--- config.mk ---
export PLATFORM = sky130hd
export DESIGN_NAME = alsu_result_flag_fifo
export DESIGN_NICKNAME = d
export VERILOG_FILES = /design/src/rtl/alsu_result_flag_fifo.sv
export SDC_FILE = /design/constraint.sdc
export NUM_CORES = 1
export LEC_CHECK = 0
export ABC_AREA = 1
export BUFFER_PORTS_ARGS = -buffer_cell sky130_fd_sc_hd__buf_2
export CAP_MARGIN = 5
export CORE_ASPECT_RATIO = 2
export CORE_MARGIN = 3
export CORE_UTILIZATION = 55
export CTS_CLUSTER_DIAMETER = 40
export DETAILED_ROUTE_END_ITERATION = 7
export PLACE_DENSITY = 0.85
export SKIP_CTS_REPAIR_TIMING = 1
export SLEW_MARGIN = 20
export SYNTH_ARGS = -nofsm -noshare
export SYNTH_HDL_FRONTEND = slang
export SYNTH_SLANG_ARGS = --single-unit
export TNS_END_PERCENT = 10
--- constraint.sdc ---
create_clock -name CLK -period 2.22 [get_ports CLK]
set_clock_uncertainty 0.1 [all_clocks]
set_input_delay 0.555 -clock CLK [delete_from_list [all_inputs] [get_ports CLK]]
set_output_delay 0.555 -clock CLK [all_outputs]
set_load 0.01 [all_outputs]
--- src/rtl/alsu_result_flag_fifo.sv ---
// Result/flag FIFO for the ALSU negative-sign path: qualifies the negative flag and derives
// a zero flag at write time, presents a show-ahead head entry, and keeps sticky status.
module alsu_result_flag_fifo #(
    parameter int unsigned DATA_W = 4,
    parameter int unsigned DEPTH  = 4
) (
    input  logic                       CLK,
    input  logic                       RST_n,
    input  logic                       Wr_Valid,
    output logic                       Wr_Ready,
    input  logic [3:0]                 Sel,
    input  logic [DATA_W-1:0]          Result,
    input  logic                       Negative_Sign_Flag,
    output logic                       Rd_Valid,
    input  logic                       Rd_Ready,
    output logic [3:0]                 Rd_Sel,
    output logic [DATA_W-1:0]          Rd_Result,
    output logic                       Rd_Negative,
    output logic                       Rd_Zero,
    output logic [$clog2(DEPTH):0]     Count,
    output logic                       Overflow_Sticky,
    output logic [7:0]                 Neg_Count,
    input  logic                       Clear
);

    localparam int unsigned AW = $clog2(DEPTH);
    localparam int unsigned PW = AW + 1;

    logic [3:0]        sel_mem  [DEPTH];
    logic [DATA_W-1:0] res_mem  [DEPTH];
    logic              neg_mem  [DEPTH];
    logic              zero_mem [DEPTH];

    logic [PW-1:0] wr_ptr_q, wr_ptr_d;
    logic [PW-1:0] rd_ptr_q, rd_ptr_d;
    logic          ovf_q, ovf_d;
    logic [7:0]    neg_cnt_q, neg_cnt_d;

    logic full, empty, wr_acc, rd_acc, wr_neg, wr_zero;

    // Extra pointer MSB separates full (MSB differs) from empty (identical).
    assign empty   = (wr_ptr_q == rd_ptr_q);
    assign full    = (wr_ptr_q[AW-1:0] == rd_ptr_q[AW-1:0]) && (wr_ptr_q[AW] != rd_ptr_q[AW]);
    assign wr_acc  = Wr_Valid && !full;
    assign rd_acc  = Rd_Ready && !empty;
    assign wr_neg  = Negative_Sign_Flag && ((Sel == 4'b0000) || (Sel == 4'b1100));
    assign wr_zero = (Result == '0);

    always_comb begin
        wr_ptr_d  = wr_ptr_q;
        rd_ptr_d  = rd_ptr_q;
        ovf_d     = ovf_q;
        neg_cnt_d = neg_cnt_q;
        if (wr_acc) wr_ptr_d = wr_ptr_q + PW'(1);
        if (rd_acc) rd_ptr_d = rd_ptr_q + PW'(1);
        // A new overflow attempt takes priority over Clear.
        if (Wr_Valid && full) begin
            ovf_d = 1'b1;
        end else if (Clear) begin
            ovf_d = 1'b0;
        end
        if (Clear) begin
            neg_cnt_d = (wr_acc && wr_neg) ? 8'd1 : 8'd0;
        end else if (wr_acc && wr_neg && (neg_cnt_q != 8'hFF)) begin
            neg_cnt_d = neg_cnt_q + 8'd1;
        end
    end

    always_ff @(posedge CLK or negedge RST_n) begin
        if (!RST_n) begin
            wr_ptr_q  <= '0;
            rd_ptr_q  <= '0;
            ovf_q     <= 1'b0;
            neg_cnt_q <= 8'd0;
        end else begin
            wr_ptr_q  <= wr_ptr_d;
            rd_ptr_q  <= rd_ptr_d;
            ovf_q     <= ovf_d;
            neg_cnt_q <= neg_cnt_d;
        end
    end

    // Storage is cleared on reset so the head outputs read zero afterwards.
    always_ff @(posedge CLK or negedge RST_n) begin
        if (!RST_n) begin
            for (int unsigned i = 0; i < DEPTH; i++) begin
                sel_mem[i]  <= 4'd0;
                res_mem[i]  <= '0;
                neg_mem[i]  <= 1'b0;
                zero_mem[i] <= 1'b0;
            end
        end else if (wr_acc) begin
            sel_mem[wr_ptr_q[AW-1:0]]  <= Sel;
            res_mem[wr_ptr_q[AW-1:0]]  <= Result;
            neg_mem[wr_ptr_q[AW-1:0]]  <= wr_neg;
            zero_mem[wr_ptr_q[AW-1:0]] <= wr_zero;
        end
    end

    assign Wr_Ready        = !full;
    assign Rd_Valid        = !empty;
    assign Rd_Sel          = sel_mem[rd_ptr_q[AW-1:0]];
    assign Rd_Result       = res_mem[rd_ptr_q[AW-1:0]];
    assign Rd_Negative     = neg_mem[rd_ptr_q[AW-1:0]];
    assign Rd_Zero         = zero_mem[rd_ptr_q[AW-1:0]];
    assign Count           = wr_ptr_q - rd_ptr_q;
    assign Overflow_Sticky = ovf_q;
    assign Neg_Count       = neg_cnt_q;

endmodule

==> results.py <==
metrics = {
    "status": {
        "run_status": "finished, violations left",
        "violations": "negative setup slack",
    },
    "timing": {
        "finalCriticalPeriod_ps": 2300,
        "worst-slew-pin-transition_ps": 654,
        "setup_viol_count_final": 2,
        "achievable-frequency_mhz": 434,
        "final_max_slew_viol_count": 0,
        "fin_ws_ps": -84.0,
        "hold_viol": 0,
        "final.setup.tns_ps": -97.4,
        "final.period_utilization_pct": 104,
        "rsz0062_at_grt": "true",
        "slew-limit-headroom_pct": 56.0,
    },
    "floorplanning": {
        "die_h_um": 108,
        "core_rows": 36,
        "initial_core_util_pct": 57.7,
        "floorplan.core_area_um2": 4950,
        "num_io_pins": 38,
        "die-area_um2": 6150,
        "die-width_um": 57.0,
    },
    "cells_and_area": {
        "multiInputGateArea_um2": 1320,
        "fill_cells": 411,
        "fraction_of_final_layout_cells_sized_beyond_drive_strength_1_pct": 18.6,
        "final_layout_net_count": 414,
        "utilization_pct": 65.9,
        "final_area_um2": 3260,
        "ant_cells": 0,
        "syn2layout_area_growth_pct": 14.3,
        "register_area_um2": 1380,
    },
    "global_routing": {
        "globalRouteTotalUtil_pct": 24.5,
        "grt_max_degree": 30,
        "globalRoute.totalOverflow": 0,
        "grt_pass1_wl_um": 11600,
        "antenna_found_initial": 0,
        "grt_pass1_vias": 2520,
    },
    "critical_path": {
        "setup.reg_to_reg.worst_slack_ps": 140,
        "cp_max_fo": 4,
        "worst_setup_path_start_kind": "flip-flop",
        "critical_path_class": "flip-flop to primary output",
        "worst_setup_end_kind": "primary output",
        "worst_ep_arrival_ps": 1650,
        "critPathRequiredTime_ps": 1560,
        "timing.rr.start": "rd_ptr_q[1]",
        "setup.worst_path.start": "wr_ptr_q[0]",
    },
    "placed_design": {
        "detailedPlacementHpwl_um": 4920,
        "placed_cell_area_um2": 3110,
        "placement.io_buffers": 37,
        "placement.setup.worst_slack_ps": 179,
        "routabilityCongestion": 0.882,
    },
    "route": {
        "drt_wl_total_um": 6860,
        "routed_via_density": 5.64,
        "routed_wire_length_per_instance_um": 15.3,
        "ant_nets": 0,
        "drc": 0,
        "drt_iter0_drc": 76,
        "firstDrtPassIters": 4,
        "dr_total_vias": 2533,
    },
    "synthesis": {
        "avgSynthCellArea_um2": 8.16,
        "cell_types_with_the_highest_counts_after_synthesis": "nand2_1, dfrtp_1, o21ai_0, nor2_1, inv_1",
        "synth_largest_area_cell": "dfrtp_1",
        "synthArstFlopShare_pct": 100,
        "synth_area_leaders": "dfrtp_1, nand2_1, o21ai_0, nor2_1, ha_1",
        "number_of_enable_type_register_cells_in_the_synthesized_netlist": 0,
        "synth-seq-cells": 55,
        "synth_sequential_area_ratio_pct": 48.2,
        "netlist.area_leader.share_pct": 48.2,
        "syn_nets": 373,
        "synthMostInstantiatedCell": "nand2_1",
        "ys_dominant_reg_cell": "dfrtp_1",
        "yosysWarningCount": 0,
        "synthesized_instance_count": 350,
        "post_synth_instance_area_um2": 2860,
        "synth.lib_cells_used.distinct": 27,
    },
    "pwr": {
        "power_frac_seq_pct": 36.1,
        "powerDensity_nw_per_um2": 1370,
        "switchingPower_mw": 1.92,
        "leakagePower_nw": 1.70,
        "clock_power_share_pct": 15.1,
        "share_comb_of_total_power_pct": 48.8,
        "power.total_mw": 4.48,
        "max-vdd-ir-drop_mv": 1.02,
        "internal_power_mw": 2.56,
        "sw_frac_of_total_pct": 42.8,
    },
    "clocking": {
        "cts_buffer_depth": 2,
        "cts_made_buffers": 5,
        "clock_tree.root_cell": "clkbuf_8",
        "htree_num_levels": 2,
        "insertion_delay_ps": 330,
        "tritoncts_clock_tree": "yes",
        "clk_pin_slew_worst_paths_ps": 100,
        "tritoncts_num_sinks": 55,
    },
    "hold_path": {
        "worst_hold_path_type": "input port to async pin",
    },
    "job": {
        "timing.max_cap.violations": 0,
    },
}
==> area by class of cell <==
cell class / instances / area share, %
Sequential cell: 55 / 42.2
Multi-Input combinational cell: 256 / 40.4
Timing Repair Buffer: 49 / 9.05
Inverter: 24 / 2.76
Tap cell: 57 / 2.18
Clock buffer: 5 / 2.11
Clock inverter: 3 / 1.34
==> cells in the final DEF (no fill, tap or decap), types with 5 or more instances in the layout <==
cell type and instances:
buf_2 37, buf_4 9, clkbuf_8 5, dfrtp_1 54, ha_1 7, inv_1 21
nand2_1 105, nand3_1 16, nor2_1 29, o21a_1 8, o21ai_0 55, o22ai_1 10
xor2_1 6
==> critical path, stage by stage, from the launching register on <==
cell,delay [ps]
dfrtp_1,410
inv_2,80
ha_4,160
fa_2,510
inv_1,30
buf_2,120
==> stage by stage <==
stage	hold WS, ps	instances
6_report	72.6	449
3_5_place_dp	375	439
5_1_grt	96.4	449
3_3_place_gp	372	439
4_1_cts	85.4	447
2_1_floorplan	159	350
==> routing by layer <==
metal | global-route usage (%) | part of all wire [%] | vias up
met4 | 13.4 | 3.6 | 0
met1 | 26.2 | 36 | 1226
li1 | - | - | 1216
met3 | 3.84 | 4.4 | 21
met5 | 0 | 0 | -
met2 | 44.4 | 56 | 70
==> power by group through the flow <==
stage	Combinational, mW	Sequential, mW	Clock, mW
after floorplan	1.46	1.56	0
after global placement	2.06	1.60	0
after detailed placement	2.11	1.62	0
after CTS	2.13	1.60	0.687
after global routing	2.48	1.67	0.719
final	2.19	1.62	0.678
==> final timing paths <==
check | depth (start not counted) | to
min in group CLK | 3 | sel_mem[5]
worst min-delay path | 1 | res_mem[3]
worst max-delay path | 5 | Count[1]
worst min register to register | 1 | wr_ptr_q[2]
max in group asynchronous | 2 | rd_ptr_q[1]
worst max register to register | 10 | sel_mem[7]
==> flip-flops by register name (all words and copies together) (netlist names) <==
| register | count |
|---|---|
| Neg_Count | 8 |
| Overflow_Sticky | 1 |
| neg_mem | 4 |
| rd_ptr_q | 3 |
| res_mem | 16 |
| sel_mem | 16 |
| wr_ptr_q | 3 |
| zero_mem | 4 |
==> logic make-up (layout without fill, tap and decap cells) <==
group | count (synthesis) | after routing | share of synthesized area [%]
simple gates | 163 | 163 | 24.4
compound gates | 76 | 76 | 14.5
flops | 55 | 55 | 48.2
buf+inv | 39 | 81 | 6.22
fa+ha+maj | 9 | 9 | 4.21
xor+xnor | 8 | 8 | 2.45
Power figures use the tool's default switching activity.
